==> src/rtl/rf_ctrl_pkg.sv <==
// rf_ctrl_pkg: shared widths and types for register-file writeback control
package rf_ctrl_pkg;
  localparam int XLEN = 32;
  localparam int NREG = 32;
  localparam int REG_AW = 5;
  typedef struct packed {
    logic [REG_AW-1:0] rd;
    logic [XLEN-1:0]   data;
  } wb_req_t;
  typedef enum logic [1:0] {GNT_NONE, GNT_0, GNT_1} grant_e;
endpackage

==> src/rtl/rf_scoreboard.sv <==
// rf_scoreboard: busy bits for destinations still owed a multi-cycle writeback
module rf_scoreboard #(
  parameter int NREG = rf_ctrl_pkg::NREG
) (
  input  logic                          clk,
  input  logic                          rst,
  input  logic                          set_en,
  input  logic [rf_ctrl_pkg::REG_AW-1:0] set_idx,
  input  logic                          clr_en,
  input  logic [rf_ctrl_pkg::REG_AW-1:0] clr_idx,
  output logic [NREG-1:0]               busy_vec,
  output logic                          claim_err
);
  logic [NREG-1:0] w_next;
  logic            w_err;
  always_comb begin
    w_next = busy_vec;
    if (clr_en) w_next[clr_idx] = 1'b0;
    if (set_en) w_next[set_idx] = 1'b1;
    w_next[0] = 1'b0;
    w_err = set_en && busy_vec[set_idx] && !(clr_en && clr_idx == set_idx);
  end
  always_ff @(posedge clk or posedge rst) begin
    if (rst) begin
      busy_vec  <= '0;
      claim_err <= 1'b0;
    end else begin
      busy_vec  <= w_next;
      claim_err <= w_err;
    end
  end
endmodule

==> src/rtl/rf_wb_arbiter.sv <==
// rf_wb_arbiter: shares the register-file write port between ALU and mul/div writebacks
module rf_wb_arbiter #(
  parameter int XLEN     = rf_ctrl_pkg::XLEN,
  parameter int NREG     = rf_ctrl_pkg::NREG,
  parameter int MAX_WAIT = 4
) (
  input  logic                          cpu_clk,
  input  logic                          cpu_rst,
  input  logic                          req0_valid,
  output logic                          req0_ready,
  input  logic [rf_ctrl_pkg::REG_AW-1:0] req0_rd,
  input  logic [XLEN-1:0]               req0_data,
  input  logic                          req1_valid,
  output logic                          req1_ready,
  input  logic [rf_ctrl_pkg::REG_AW-1:0] req1_rd,
  input  logic [XLEN-1:0]               req1_data,
  input  logic                          claim_valid,
  input  logic [rf_ctrl_pkg::REG_AW-1:0] claim_rd,
  output logic                          RegWEn,
  output logic [rf_ctrl_pkg::REG_AW-1:0] rd,
  output logic [XLEN-1:0]               mux_out,
  output logic [NREG-1:0]               busy_vec,
  output logic                          claim_err
);
  localparam logic [3:0] AGE_MAX = 4'(MAX_WAIT);
  rf_ctrl_pkg::grant_e w_gnt;
  logic [rf_ctrl_pkg::REG_AW-1:0] w_rd;
  logic [XLEN-1:0] w_data;
  logic [3:0] r_age;
  logic w_xfer;
  // Requester 1 pre-empts only once it has been refused MAX_WAIT times in a row
  always_comb begin
    w_gnt = cpu_rst ? rf_ctrl_pkg::GNT_NONE
          : (req0_valid && !(req1_valid && r_age == AGE_MAX)) ? rf_ctrl_pkg::GNT_0
          : req1_valid ? rf_ctrl_pkg::GNT_1 : rf_ctrl_pkg::GNT_NONE;
    req0_ready = w_gnt == rf_ctrl_pkg::GNT_0;
    req1_ready = w_gnt == rf_ctrl_pkg::GNT_1;
    w_xfer = w_gnt != rf_ctrl_pkg::GNT_NONE;
    w_rd = req1_ready ? req1_rd : req0_rd;
    w_data = req1_ready ? req1_data : req0_data;
  end
  always_ff @(posedge cpu_clk or posedge cpu_rst) begin
    if (cpu_rst) begin
      RegWEn  <= 1'b0;
      rd      <= '0;
      mux_out <= '0;
      r_age   <= '0;
    end else begin
      RegWEn <= w_xfer && w_rd != '0;
      if (w_xfer) begin
        rd      <= w_rd;
        mux_out <= w_data;
      end
      r_age <= (!req1_valid || req1_ready) ? 4'd0 : (r_age == AGE_MAX) ? r_age : r_age + 4'd1;
    end
  end
  rf_scoreboard #(.NREG(NREG)) u_sb (
    .clk      (cpu_clk),
    .rst      (cpu_rst),
    .set_en   (claim_valid && claim_rd != '0),
    .set_idx  (claim_rd),
    .clr_en   (req1_ready),
    .clr_idx  (req1_rd),
    .busy_vec (busy_vec),
    .claim_err(claim_err)
  );
endmodule

==> config.mk <==
export PLATFORM = sky130hd
export DESIGN_NAME = rf_wb_arbiter
export DESIGN_NICKNAME = d
export VERILOG_FILES = /design/src/rtl/rf_ctrl_pkg.sv /design/src/rtl/rf_scoreboard.sv /design/src/rtl/rf_wb_arbiter.sv
export SDC_FILE = /design/constraint.sdc
export NUM_CORES = 1
export LEC_CHECK = 0
export CELL_PAD_IN_SITES_DETAIL_PLACEMENT = 1
export CELL_PAD_IN_SITES_GLOBAL_PLACEMENT = 1
export CORE_MARGIN = 2
export CORE_UTILIZATION = 32
export CTS_CLUSTER_SIZE = 16
export DETAILED_ROUTE_END_ITERATION = 7
export PLACE_DENSITY_LB_ADDON = 0.1
export RECOVER_POWER = 100
export SYNTH_ARGS = -nofsm -noshare
export SYNTH_HDL_FRONTEND = slang
export SYNTH_SLANG_ARGS = --single-unit
==> constraint.sdc <==
create_clock -name cpu_clk -period 2.8 [get_ports cpu_clk]
set_clock_uncertainty 0.2 [all_clocks]
set_input_delay 0.56 -clock cpu_clk [delete_from_list [all_inputs] [get_ports cpu_clk]]
set_output_delay 0.56 -clock cpu_clk [all_outputs]
set_load 0.005 [all_outputs]
==> flow_metrics.py, run 1 <==
metrics = {
    "timing": {
        "finalCritPeriodShare": 0.903,
        "whs_ps": 274,
        "rsz0062_at_grt": "no",
        "hold_viol_final": 0,
        "slew_violations": 0,
        "setup_tns_ps": 0,
        "max_slew_margin": 0.298,
        "finalSetupViolations": 0,
        "fmax_mhz": 396,
        "worst_pin_slew_ps": 1050,
        "finalCriticalPeriod_ps": 2530,
    },
    "clock_network": {
        "cts_inserted_buffers": 9,
        "path_clk_slew_ps": 50,
        "hold_buffers": 0,
        "numClockSinks": 74,
        "clk_path_buf_depth": 2,
        "cts_tree": "done",
        "clkLatencyLatePin_ps": 330,
        "htree_levels": 3,
        "cts-root-buf": "clkbuf_16",
    },
    "logic_synthesis": {
        "syn-mean-instance-area_um2": 10.1,
        "yosys.area_share.simple": 0.128,
        "seq_area_frac_synth": 0.487,
        "synthTopCellsByArea": "dfrtp_1 (49%), o21ai_1 (13%), mux2i_1 (11%)",
        "yosysTopAreaCellShare": 0.487,
        "ys_top_cells_by_count": "o21ai_1 (99), dfrtp_1 (74), nand2_1 (53), mux2i_1 (43), buf_2 (10)",
        "synthFlopType": "dfrtp_1",
        "yosys.cell_types.count": 47,
        "synthMostInstantiatedCell": "o21ai_1",
        "syn_nets": 464,
        "synth_xor_area_frac": 0.0138,
        "synthMuxAreaShare": 0.143,
        "synthAdderAreaFrac": 0.00659,
        "synth_warnings": 0,
        "async_flop_share": 1.00,
        "synth_edf_count": 0,
        "synth_compound_area_frac": 0.164,
        "synth_seq_cells": 74,
        "syn_inst": 378,
        "yosysTopAreaCell": "dfrtp_1",
        "synth_area_um2": 3800,
        "synth_top_family_by_area": "compound AO/OA/AOI/OAI gates",
    },
    "job": {
        "maxCapViolCount": 0,
    },
    "detailed_routing": {
        "wl_um": 12400,
        "routedWlPerCell_um": 18.0,
        "num_vias": 3490,
        "drt_iter0_drc": 106,
        "postRouteAntennaNets": 0,
        "avgViaCountPerCell": 5.07,
        "route.detailed.drc": 6,
        "dr.pass1.iters": 6,
    },
    "worst_setup_path": {
        "cp.required_ps": 2040,
        "cpPeakStageDelay_ps": 550,
        "cp_slowest_cell": "dlygate4sd3_1",
        "critPathKind": "in -> out",
        "cp-start-kind": "input port",
        "critical_path.cell_chain": "dlygate4sd3_1, clkbuf_1, a311oi_1, clkdlybuf4s25_1",
        "timing.reg2reg.setup_slack_ps": 440,
        "crit_arrival_ps": 1770,
        "critical_path_buf_inv_count": 3,
        "end_kind": "output pin",
        "cp_top_family": "buffers and inverters",
        "crit_path_max_fanout": 3,
    },
    "grt": {
        "antenna_found_initial": 0,
        "grt-ovfl-total": 0,
        "grtUsageTotal": 0.203,
        "grt_pass1_vias": 3721,
        "grt_max_degree": 76,
        "grt_first_pass_wirelength_um": 19900,
    },
    "die": {
        "initial_core_util": 0.330,
        "fp.dieArea_um2": 12800,
        "core.rowCount": 39,
        "core_um2": 11500,
        "dieHeight_um": 113,
        "fp.dieW_um": 113,
        "boundaryPins": 157,
    },
    "layout": {
        "drive_above_1_share": 0.0916,
        "diodes": 0,
        "fin_nets": 627,
        "area_growth_pct": 53.3,
        "final_cells": 689,
        "num-fill-cells": 1293,
    },
    "worst_hold_path": {
        "hold_class": "reg -> reg",
    },
    "place": {
        "hpwl_um": 9280,
        "dpl.cell_count": 673,
        "place_congestion": 0.837,
        "port-buffer-count": 155,
    },
    "status": {
        "failed_checks": "design-rule violations",
        "status": "finished with violations",
    },
    "power_and_ir_drop": {
        "power.density_nw_per_um2": 576,
        "irDropWorstVdd_v": 0.000283,
        "power.leakage_uw": 0.00236,
        "finalPower_uw": 3360,
    },
}
[worst reg2reg max path: stages (launching register included)]
cell,delay [ps]
dfrtp_1,400
inv_1,100
ha_1,170
nand3b_1,140
a21oi_4,240
buf_4,330
buf_12,280
mux2i_1,270
o21ai_0,100
[path summary, 6_finish.rpt]
check / endpoint / depth (start not counted) / start
hold reg to reg: mux_out[4]$_DFFE_PP0P_ / 2 / mux_out[4]$_DFFE_PP0P_
min in group asynchronous: r_age[2]$_DFFE_PP0P_ / 4 / cpu_rst
max in group asynchronous: mux_out[5]$_DFFE_PP0P_ / 4 / cpu_rst
setup reg to reg: mux_out[0]$_DFFE_PP0P_ / 8 / r_age[0]$_DFFE_PP0P_
setup / recovery: req0_ready / 4 / cpu_rst
hold / removal: mux_out[4]$_DFFE_PP0P_ / 2 / mux_out[4]$_DFFE_PP0P_
[cell usage in the layout, fill, tap and decap left out, types with 3 or more instances in the layout]
cell,Yosys,layout
clkdlybuf4s50_1,0,82
dfrtp_1,74,74
dlygate4sd3_1,0,71
o21ai_0,1,64
nand2_1,53,53
mux2i_1,43,43
o21ai_1,99,35
buf_4,2,18
clkbuf_16,0,9
nor2_1,8,8
nand2b_1,7,7
nand3_1,6,6
nand3b_1,5,5
inv_1,5,4
nor2b_1,4,4
nor3_1,4,4
xor2_1,4,4
clkbuf_1,7,4
nand4_1,2,3
mux2_1,3,3
mux4_2,3,3
clkbuf_8,0,3
buf_12,3,3
[layout make-up]
type                       count  area [um^2]  area share
clock buffer                  14          274      0.0470
clock inverter                 2         10.0     0.00172
inverter                       6         23.8     0.00408
multi-input combinational    272         1740       0.298
sequential                    74         1850       0.318
tap                          143          179      0.0307
timing repair buffer         178         1750       0.301
[layer usage]
metal	GRT usage	share of wire
met3	0.0745	0.084
met4	0.0724	0.021
met1	0.239	0.40
met5	0	0
met2	0.343	0.50
[per-stage QoR]
stage,instance area [um^2],worst slack [ps],utilization
3_3_place_gp,5580,87.7,0.485
6_report,5830,273,0.506
4_1_cts,5870,30.4,0.509
2_1_floorplan,3810,31.0,-
5_1_grt,5830,191,0.506
3_5_place_dp,5580,66.3,0.485
[power by group]
| part | switching, uW | internal (uW) |
|---|---|---|
| Sequential | 125 | 1260 |
| Combinational | 365 | 515 |
| Clock | 427 | 670 |
[logic make-up after synthesis]
logic type / count (synthesis)
AO/OA/AOI/OAI: 115
adder cells (fa/ha/maj): 2
multiplexers: 50
XOR/XNOR: 6
flip-flops: 74
buffers and inverters: 32
AND/OR/NAND/NOR: 98
other: 1
[registers in the layout, summed over array words and instances, names as in the netlist]
name and cells:
RegWEn 1, mux_out 32, r_age 4, rd 5, u_sb.busy_vec 31, u_sb.claim_err 1
[what timing repair did]
item | CTS | global route
setup buffers | 0 | 0
endpoints found under the setup margin | 0 | 2
resized for setup | 0 | 2
Note: power is estimated with default switching activity, not from simulation.
==> run 2: changes to the inputs <==
--- a/config.mk
+++ b/config.mk
@@ -13,6 +13,7 @@
 export DETAILED_ROUTE_END_ITERATION = 7
 export PLACE_DENSITY_LB_ADDON = 0.1
 export RECOVER_POWER = 100
+export SETUP_SLACK_MARGIN = 0.2
 export SYNTH_ARGS = -nofsm -noshare
 export SYNTH_HDL_FRONTEND = slang
 export SYNTH_SLANG_ARGS = --single-unit
==> run 2 against run 1 <==
  * The flow still finishes with violations (design-rule violations)
  * Utilization down 0.054 points
  * Largest cell class unchanged
  * Clock power up 16%
  * Non-clock buffer count down 2
  * Cell count down 0.29%
  * Sequential share of layout area about the same
  * First-iteration DRC count down 4.7%
  * Via count down 0.86%
  * Global-route usage down 1.0 points
  * Die area unchanged
  * Clock-buffer cell count down 2
  * Critical path depth up 3
  * Combinational power down 1%
==> flow_metrics.py, run 2 (synthesized netlist as in run 1, its figures left out) <==
metrics = {
    "place": {
        "place_congestion": 0.854,
        "hpwl_um": 9070,
        "dpl_cell_area_um2": 5560,
        "dpl.cell_count": 671,
        "port-buffer-count": 155,
    },
    "timing": {
        "slew_violations": 0,
        "setup_tns_ps": 0,
        "max_slew_margin": 0.322,
        "finalCriticalPeriod_ps": 2550,
        "worst_pin_slew_ps": 1020,
        "fmax_mhz": 392,
        "hold_viol_final": 0,
        "finalSetupViolations": 0,
        "finalCritPeriodShare": 0.910,
        "rsz0062_at_grt": "no",
    },
    "detailed_routing": {
        "route.detailed.drc": 6,
        "num_vias": 3460,
        "dr.pass1.iters": 6,
        "postRouteAntennaNets": 0,
        "drt_iter0_drc": 101,
        "routedWlPerCell_um": 17.4,
        "avgViaCountPerCell": 5.04,
        "wl_um": 11900,
    },
    "grt": {
        "grt_pass1_vias": 3662,
        "grt_max_degree": 75,
        "grt-ovfl-total": 0,
        "grtUsageTotal": 0.193,
        "grt_first_pass_wirelength_um": 19200,
        "antenna_found_initial": 0,
    },
    "clock_network": {
        "numClockSinks": 74,
        "path_clk_slew_ps": 60,
        "cts_tree": "done",
        "post_cts_resized": 2,
        "htree_levels": 3,
        "cts_inserted_buffers": 9,
        "clk_path_buf_depth": 2,
        "cts-root-buf": "clkbuf_16",
        "cts_setup_buffers": 0,
        "hold_buffers": 0,
        "clkLatencyLatePin_ps": 330,
    },
    "worst_setup_path": {
        "end_kind": "register",
        "crit_path_max_fanout": 19,
        "cp.required_ps": 2800,
        "cp-start-kind": "input port",
        "crit_arrival_ps": 2540,
        "critPathKind": "in -> reg",
    },
    "power_and_ir_drop": {
        "power.density_nw_per_um2": 607,
        "irDropWorstVdd_v": 0.000285,
        "power.leakage_uw": 0.00236,
    },
    "layout": {
        "final_area_um2": 5820,
        "layout_commonest_cell": "clkdlybuf4s50_1",
        "drive_above_1_share": 0.0846,
        "top_regs": "mux_out: 32 flops, u_sb.busy_vec: 31 flops, rd: 5 flops",
        "area_growth_pct": 53.2,
        "final_cells": 687,
        "largest_reg_flops": 32,
        "top_register": "mux_out",
        "final_cell_mix": "clkdlybuf4s50_1 (82), dfrtp_1 (74), dlygate4sd3_1 (71), o21ai_0 (58), nand2_1 (53)",
        "utilization": 0.505,
        "fin_nets": 625,
        "diodes": 0,
    },
    "job": {
        "maxCapViolCount": 0,
    },
    "die": {
        "initial_core_util": 0.330,
        "fp.dieArea_um2": 12800,
        "core_um2": 11500,
        "boundaryPins": 157,
        "fp.dieW_um": 113,
        "core.rowCount": 39,
        "dieHeight_um": 113,
    },
    "worst_hold_path": {
        "hold_class": "reg -> reg",
    },
    "status": {
        "failed_checks": "design-rule violations",
        "status": "finished with violations",
    },
}
## run 2: through the flow
stage               worst slack, ps  hold WS, ps  power, uW
floorplan                       189          278       1760
detailed placement             34.9          275       2390
global placement                101          267       2360
global route                    116          303       3720
CTS                             322          287       3690
finish                          252          271       3530
## run 2: final cells by class
class,count,area (um^2)
Sequential cell,74,1850
Inverter,6,23.8
Multi-Input combinational cell,272,1720
Timing Repair Buffer,176,1710
Fill cell,1288,5700
Clock buffer,12,267
Tap cell,143,179
Clock inverter,4,72.6
## run 2: layer usage
| layer | global-route usage | up-vias | part of all wire |
|---|---|---|---|
| met5 | 0 | - | 0 |
| met4 | 0.0545 | 0 | 0.014 |
| met3 | 0.0664 | 12 | 0.076 |
| met2 | 0.337 | 104 | 0.51 |
| met1 | 0.226 | 1684 | 0.40 |
| li1 | - | 1660 | - |
## run 2: power by group
part	switching (uW)	internal [uW]
logic	363	507
clock network	431	851
registers	122	1260
## run 2: final timing paths
check                                   startpoint                          end  slack [ps]  cells past startpoint
max                                        cpu_rst  u_sb.busy_vec[18]$_DFF_PP0_         250                      7
min                        mux_out[29]$_DFFE_PP0P_      mux_out[29]$_DFFE_PP0P_         270                      2
max reg2reg                   r_age[0]$_DFFE_PP0P_  u_sb.busy_vec[18]$_DFF_PP0_         390                      8
min reg2reg                mux_out[29]$_DFFE_PP0P_      mux_out[29]$_DFFE_PP0P_         270                      2
max in group asynchronous                  cpu_rst  u_sb.busy_vec[10]$_DFF_PP0_         670                      4
min in group asynchronous                  cpu_rst         r_age[2]$_DFFE_PP0P_        1090                      4
## run 2: critical path, cell delays in order
cell and delay (ps):
dlygate4sd3_1 540, nand2b_1 180, a21oi_4 170, buf_4 320, nand3b_1 380, o21ai_0 290, o21ai_1 90
